### src/rtl/mem_bus_if.sv
// mem_bus_if: request/response and external memory signals of the CPU bus sequencer
interface mem_bus_if #(parameter int ADDR_W = 16, parameter int DATA_W = 8);
   logic              req_valid;
   logic              req_ready;
   logic              req_write;
   logic              req_fetch;
   logic [ADDR_W-1:0] req_addr;
   logic [DATA_W-1:0] req_wdata;
   logic              rsp_valid;
   logic [DATA_W-1:0] rsp_rdata;
   logic              rsp_err;
   logic              m1t1;
   logic [ADDR_W-1:0] mem_addr;
   logic [DATA_W-1:0] mem_wdata;
   logic [DATA_W-1:0] mem_rdata;
   logic              mem_rd_n;
   logic              mem_wr_n;
   logic              mem_wait;
   modport master (
      output req_valid, req_write, req_fetch, req_addr, req_wdata, mem_rdata, mem_wait,
      input  req_ready, rsp_valid, rsp_rdata, rsp_err, m1t1, mem_addr, mem_wdata, mem_rd_n, mem_wr_n
   );
   modport slave (
      input  req_valid, req_write, req_fetch, req_addr, req_wdata, mem_rdata, mem_wait,
      output req_ready, rsp_valid, rsp_rdata, rsp_err, m1t1, mem_addr, mem_wdata, mem_rd_n, mem_wr_n
   );
endinterface

### src/rtl/mem_bus_ctrl.sv
// mem_bus_ctrl: runs one T1-T4 machine cycle per accepted request; define GB_BUS_WAIT_EN
// to let mem_wait stretch T3, aborting with rsp_err after MAX_WAIT held cycles.
module mem_bus_ctrl #(
   parameter int MAX_WAIT = 15
) (
   input logic     clk,
   input logic     rst,
   mem_bus_if.slave b
);
   localparam logic [2:0] IDLE = 3'd0, T1 = 3'd1, T2 = 3'd2, T3 = 3'd3, T4 = 3'd4;
   logic [2:0] state;
   logic       wr_q, fe_q, accept, t3_done, capture;
   assign b.req_ready = state == IDLE || state == T4;
   assign accept      = b.req_valid && b.req_ready;
   assign b.rsp_valid = state == T4;
   assign b.m1t1      = state == T1 && fe_q && !wr_q;
   assign b.mem_rd_n  = !((state == T2 || state == T3) && !wr_q);
   assign b.mem_wr_n  = !((state == T2 || state == T3) && wr_q);
`ifdef GB_BUS_WAIT_EN
   logic [3:0] wait_cnt;
   logic       abort;
   assign abort   = b.mem_wait && wait_cnt == 4'(MAX_WAIT);
   assign t3_done = !b.mem_wait || abort;
   assign capture = !b.mem_wait;
   always_ff @(posedge clk) begin
      if (rst) begin
         wait_cnt  <= '0;
         b.rsp_err <= 1'b0;
      end else begin
         wait_cnt  <= (state == T3 && !t3_done) ? wait_cnt + 4'd1 : 4'd0;
         b.rsp_err <= state == T3 && abort;
      end
   end
`else
   logic unused_wait;
   assign unused_wait = &{1'b0, b.mem_wait, MAX_WAIT != 0};
   assign t3_done     = 1'b1;
   assign capture     = 1'b1;
   assign b.rsp_err   = 1'b0;
`endif
   always_ff @(posedge clk) begin
      if (rst) begin
         state       <= IDLE;
         wr_q        <= 1'b0;
         fe_q        <= 1'b0;
         b.mem_addr  <= '0;
         b.mem_wdata <= '0;
         b.rsp_rdata <= '0;
      end else begin
         state <= b.req_ready ? (accept ? T1 : IDLE) :
                  state == T1 ? T2 :
                  state == T2 ? T3 :
                  state == T3 ? (t3_done ? T4 : T3) : IDLE;
         if (accept) begin
            wr_q       <= b.req_write;
            fe_q       <= b.req_fetch;
            b.mem_addr <= b.req_addr;
            if (b.req_write) b.mem_wdata <= b.req_wdata;
         end
         if (state == T3 && capture && !wr_q) b.rsp_rdata <= b.mem_rdata;
      end
   end
endmodule

### src/flat_wrapper.sv
// flat-port wrapper written by rule: the top's interface ports become plain ports
module mem_bus_ctrl_flat 
#(
   parameter int MAX_WAIT = 15
)
  (clk, rst, b_req_valid, b_req_write, b_req_fetch, b_req_addr, b_req_wdata, b_mem_rdata, b_mem_wait, b_req_ready, b_rsp_valid, b_rsp_rdata, b_rsp_err, b_m1t1, b_mem_addr, b_mem_wdata, b_mem_rd_n, b_mem_wr_n);
  mem_bus_if b_i ();
  input logic clk;
  input logic rst;
  input wire logic [$bits(b_i.req_valid)-1:0] b_req_valid;
  input wire logic [$bits(b_i.req_write)-1:0] b_req_write;
  input wire logic [$bits(b_i.req_fetch)-1:0] b_req_fetch;
  input wire logic [$bits(b_i.req_addr)-1:0] b_req_addr;
  input wire logic [$bits(b_i.req_wdata)-1:0] b_req_wdata;
  input wire logic [$bits(b_i.mem_rdata)-1:0] b_mem_rdata;
  input wire logic [$bits(b_i.mem_wait)-1:0] b_mem_wait;
  output wire logic [$bits(b_i.req_ready)-1:0] b_req_ready;
  output wire logic [$bits(b_i.rsp_valid)-1:0] b_rsp_valid;
  output wire logic [$bits(b_i.rsp_rdata)-1:0] b_rsp_rdata;
  output wire logic [$bits(b_i.rsp_err)-1:0] b_rsp_err;
  output wire logic [$bits(b_i.m1t1)-1:0] b_m1t1;
  output wire logic [$bits(b_i.mem_addr)-1:0] b_mem_addr;
  output wire logic [$bits(b_i.mem_wdata)-1:0] b_mem_wdata;
  output wire logic [$bits(b_i.mem_rd_n)-1:0] b_mem_rd_n;
  output wire logic [$bits(b_i.mem_wr_n)-1:0] b_mem_wr_n;
  assign b_i.req_valid = b_req_valid;
  assign b_i.req_write = b_req_write;
  assign b_i.req_fetch = b_req_fetch;
  assign b_i.req_addr = b_req_addr;
  assign b_i.req_wdata = b_req_wdata;
  assign b_i.mem_rdata = b_mem_rdata;
  assign b_i.mem_wait = b_mem_wait;
  assign b_req_ready = b_i.req_ready;
  assign b_rsp_valid = b_i.rsp_valid;
  assign b_rsp_rdata = b_i.rsp_rdata;
  assign b_rsp_err = b_i.rsp_err;
  assign b_m1t1 = b_i.m1t1;
  assign b_mem_addr = b_i.mem_addr;
  assign b_mem_wdata = b_i.mem_wdata;
  assign b_mem_rd_n = b_i.mem_rd_n;
  assign b_mem_wr_n = b_i.mem_wr_n;
  mem_bus_ctrl #(.MAX_WAIT(MAX_WAIT)) u_core (.clk(clk), .rst(rst), .b(b_i));
endmodule
### config.mk
export PLATFORM = sky130hd
export DESIGN_NAME = mem_bus_ctrl_flat
export DESIGN_NICKNAME = d
export VERILOG_FILES = /design/src/rtl/mem_bus_if.sv /design/src/rtl/mem_bus_ctrl.sv /design/src/flat_wrapper.sv
export SDC_FILE = /design/constraint.sdc
export NUM_CORES = 1
export LEC_CHECK = 0
export BUFFER_PORTS_ARGS = -buffer_cell sky130_fd_sc_hd__buf_2
export CAP_MARGIN = 20
export CORE_MARGIN = 2
export CORE_UTILIZATION = 47
export DETAILED_ROUTE_END_ITERATION = 16
export PLACE_DENSITY = 0.88
export SLEW_MARGIN = 20
export SYNTH_ARGS = -nofsm -noshare
export SYNTH_HDL_FRONTEND = slang
export SYNTH_SLANG_ARGS = --single-unit
### constraint.sdc
create_clock -name clk -period 1.5 [get_ports clk]
set_input_delay 0 -clock clk [delete_from_list [all_inputs] [get_ports clk]]
set_output_delay 0 -clock clk [all_outputs]
set_load 0.005 [all_outputs]
[After elaboration in Yosys (flattened, before gate mapping)]
Index checks and enable logic that the tools add are counted.
Word-level totals
  output and inout bits: 38
  input bits: 38
  register bits after elaboration: 37
Operators by class
  multiplexer cells: 5
  equal/unequal tests: 4
  reductions and logical operators: 13
Operators by type and width (count)
  $mux W3: 4
  $eq A3 B2 Y1 const B: 2
  $logic_and A1 B1 Y1: 6
  $eq A3 B1 Y1 const B: 1
  $eq A3 B3 Y1 const B: 1
  $logic_not A1 Y1: 3
  $logic_not A3 Y1: 1
  $logic_or A1 B1 Y1: 2
  $reduce_and A2 Y1: 1
  $mux W1: 1

[Logic depth before layout (Yosys ltp)]
  depth in word-level cells: 5
  gate-level depth with buffers: 5
  depth with buffers taken out: 2

[Worst setup path before layout]
OpenSTA, ideal clock, no wires.
  kind: flip-flop to flip-flop
  from: register u_core.state[0]
  to: register u_core.b.mem_addr[10]
  arrival time: 1.054 ns
  cell stages (with the launch flop): 6
  slack: 0.375 ns
  setup time: 0.072 ns
  data required time: 1.428 ns
  period minus slack after synthesis: 1.125 ns
  cells stage by stage: dfxtp_1 > buf_6 > nor3b_2 > buf_6 > buf_12 > mux2i_1
Between the ends
  longest elaborated chain between the ends: 3
Ends and longest elaborated chain
  start, declared: RTL line mem_bus_ctrl.sv:11  | logic [2:0] state;
  start signal, assigned: RTL line mem_bus_ctrl.sv:50  | state <= b.req_ready ? (accept ? T1 : IDLE) :
  $eq A3 B3 Y1 / $logic_not A3 Y1 (equally long branches): RTL line mem_bus_ctrl.sv:13  | assign b.req_ready = state == IDLE || state == T4;
  $logic_or A1 B1 Y1 *: RTL line mem_bus_ctrl.sv:13
  $logic_and A1 B1 Y1 *: RTL line mem_bus_ctrl.sv:14  | assign accept = b.req_valid && b.req_ready;
  end signal, assigned: RTL line mem_bus_ctrl.sv:57  | b.mem_addr <= b.req_addr;
  end, declared: RTL line mem_bus_if.sv:25  | output req_ready, rsp_valid, rsp_rdata, rsp_err, m1t1, mem_addr, mem_wdata, mem_rd_n, mem_wr_n
Mark *: on every way between the ends. The rest lies on a longest branch, timed or not.
A chain may end at the register's enable or synchronous reset.

[Worst setup path after layout]
  from: register u_core.state[1]
  to: output b_mem_rd_n
Between the ends
  longest elaborated chain between the ends: 4
Ends and longest elaborated chain
  $eq A3 B2 Y1: RTL line mem_bus_ctrl.sv:17  | assign b.mem_rd_n = !((state == T2 || state == T3) && !wr_q);
  $logic_or A1 B1 Y1 *: RTL line mem_bus_ctrl.sv:17
  $logic_and A1 B1 Y1 *: RTL line mem_bus_ctrl.sv:17
  $logic_not A1 Y1 *: RTL line mem_bus_ctrl.sv:17
  end, declared: RTL line flat_wrapper.sv:24  | output wire logic [$bits(b_i.mem_rd_n)-1:0] b_mem_rd_n;
Marks and branches as above.

==> impl_metrics.ini <==
[place]
io_buffers = 73
dpl.hpwl_um = 2280
dp_cells = 279
gp_congestion = 0.641
place_ws_ns = 0.198

[synthesis]
syn_area_per_cell_um2 = 10.2
syn_nets = 207
syn_area_mm2 = 0.00173
yosys_warnings = 0
synthesis.instances = 169
synth_cell_types = 21
yosysSeqAreaShare = 0.428
synth-seq-cells = 37

[status]
status = finished, final reports clean

[clocking]
cts.sinks = 37
tritoncts = done
ctsResizeCount = 0
clockBufferDepth = 2
clk_pin_slew_ns = 0.07
h-tree-depth = 2
insertion_delay_ns = 0.29
clockRootBuffer = clkbuf_8
numCtsBuffers = 5

[layout]
antenna_cells = 0
final_cell_mix = 73 x buf_2, 69 x nand2b_1, 37 x dfxtp_1
drive_gt1_frac = 0.319
layout.cells.non_filler = 321
final_nets = 310
mostFrequentLayoutCell = buf_2
area_growth_pct = 47.3

[floorplan]
io_pins = 76
row_count = 22
die_h_um = 64.7
initial_core_util = 0.480
core_mm2 = 0.00361
die_area_mm2 = 0.00418
die_x_um = 64.7

[drt]
firstDrtPassIters = 2
post_drt_wl_per_cell_um = 12.1
totalWireLength_um = 3890
drt_drc_violations_left = 0
num_vias = 1456
viasPerCell = 4.54
drtIter0Drc = 45
drtAntennaViolNets = 0

[setup_path]
worstPathMaxFanout = 9
crit_arrival_ns = 1.37
critPathLaunchType = flop
criticalPathCategory = flop to primary output
end_kind = primary output
required_ns = 1.50

[grt]
grt_util_all_layers = 0.201
grt_pass1_vias = 1444
grt_max_degree = 72
grt-ovfl-total = 0
grt_antenna_before_repair = 0
grt_pass1_wl_um = 6350

[timing]
rsz0062_at_grt = false
fin_skew_ns = 0.00963
finalSetupViolCount = 0
fin_crit_ns = 1.37
hold_viol_final = 0
period_share = 0.915
slew_viol_final = 0
setup_ws_ns = 0.127
setup_tns_ns = 0
max_freq_ghz = 0.728

[power_and_ir_drop]
power-per-cell-area_mw_per_mm2 = 973
p_total_w = 0.00248
power_leakage_nw = 1.15
vdd_ir_drop_max_mv = 0.704

[min_path]
hold_path.class = primary input to flop

[flow_run]
drv_cap = 0
## worst max-delay path, stage by stage, from the launching register on
cell and delay (ns):
dfxtp_1 0.52, nand2b_1 0.15, or2_2 0.29, buf_2 0.13
## power by group
part | switching (W) | internal [W] | total, W
clock network | 0.000344 | 0.000542 | 0.000886
registers | 0.0000599 | 0.00106 | 0.00112
logic | 0.000185 | 0.000287 | 0.000472
total | 0.000589 | 0.00189 | 0.00248
## sequential cells by signal, summed over array words and instances (netlist names)
register,cells
u_core.b.rsp_rdata,8
u_core.b.mem_wdata,8
u_core.b.mem_addr,16
u_core.fe_q,1
u_core.wr_q,1
u_core.state,3
## cells in the mapped netlist (all sizes together)
cell      n  area, µm²
nor3b     2       20.0
clkbuf    7       26.3
nand2b   69        432
nor3      1       5.00
conb      1       3.75
or2       1       6.26
nand3b    1       7.51
and4bb    2       25.0
mux2i    33        330
nor2      2       7.51
o2bb2ai   1       8.76
xnor2     1       8.76
and4b     1       10.0
a211oi    1       7.51
inv       1       3.75
buf       7       80.1
and2      1       6.26
dfxtp    37        741
## routing by layer
| metal | global-route usage | part of all wire | vias up |
|---|---|---|---|
| met3 | 0.0781 | 0.066 | 6 |
| met5 | 0 | 0 | - |
| met2 | 0.374 | 0.51 | 49 |
| met4 | 0.0718 | 0.012 | 0 |
| li1 | - | - | 748 |
| met1 | 0.202 | 0.41 | 653 |
## kinds of logic (layout without fill, tap and decap cells)
logic type	after synthesis	count (layout)	share of synthesized area
other	1	1	0.00217
AOI/OAI and AO/OA	2	2	0.00941
muxes	33	33	0.191
DFF	37	37	0.428
xor gates and xnor gates	1	1	0.00507
buffers and inverters	15	119	0.0637
and+or+nand+nor	80	80	0.300
## repair_timing
| action | in CTS | in global routing |
|---|---|---|
| hold buffers | 34 | 0 |
| buffers inserted | 0 | 0 |
| endpoints found under the setup margin | 0 | 0 |
| hold endpoints to repair | 34 | 0 |
## path summary, 6_finish.rpt
kind,slack (ns),endpoint,cells after the start,startpoint
worst max-delay path,0.13,b_mem_rd_n,3,u_core.state[1]
worst min-delay path,0.16,u_core.state[0],3,rst
worst max register to register,0.21,u_core.b.rsp_rdata[0],2,u_core.state[1]
worst min register to register,0.47,u_core.b.mem_addr[2],2,u_core.b.mem_addr[2]
## per-stage QoR
stage,util,instance area [µm²],hold WS [ns]
4_1_cts,0.706,2550,0.151
6_report,0.706,2550,0.156
5_1_grt,0.706,2550,0.171
2_1_floorplan,-,1730,0.155
3_5_place_dp,0.579,2090,0.268
3_3_place_gp,0.579,2090,0.259
## layout make-up
type | count | area [µm²]
clock buffers | 7 | 86.3
well taps | 48 | 60.1
fillers | 267 | 1060
multi-input cells | 117 | 885
flip-flops and latches | 37 | 741
repair buffers | 110 | 741
clock inverters | 1 | 30.0
inverters | 1 | 3.75
Note: power is estimated with default switching activity, not from simulation.
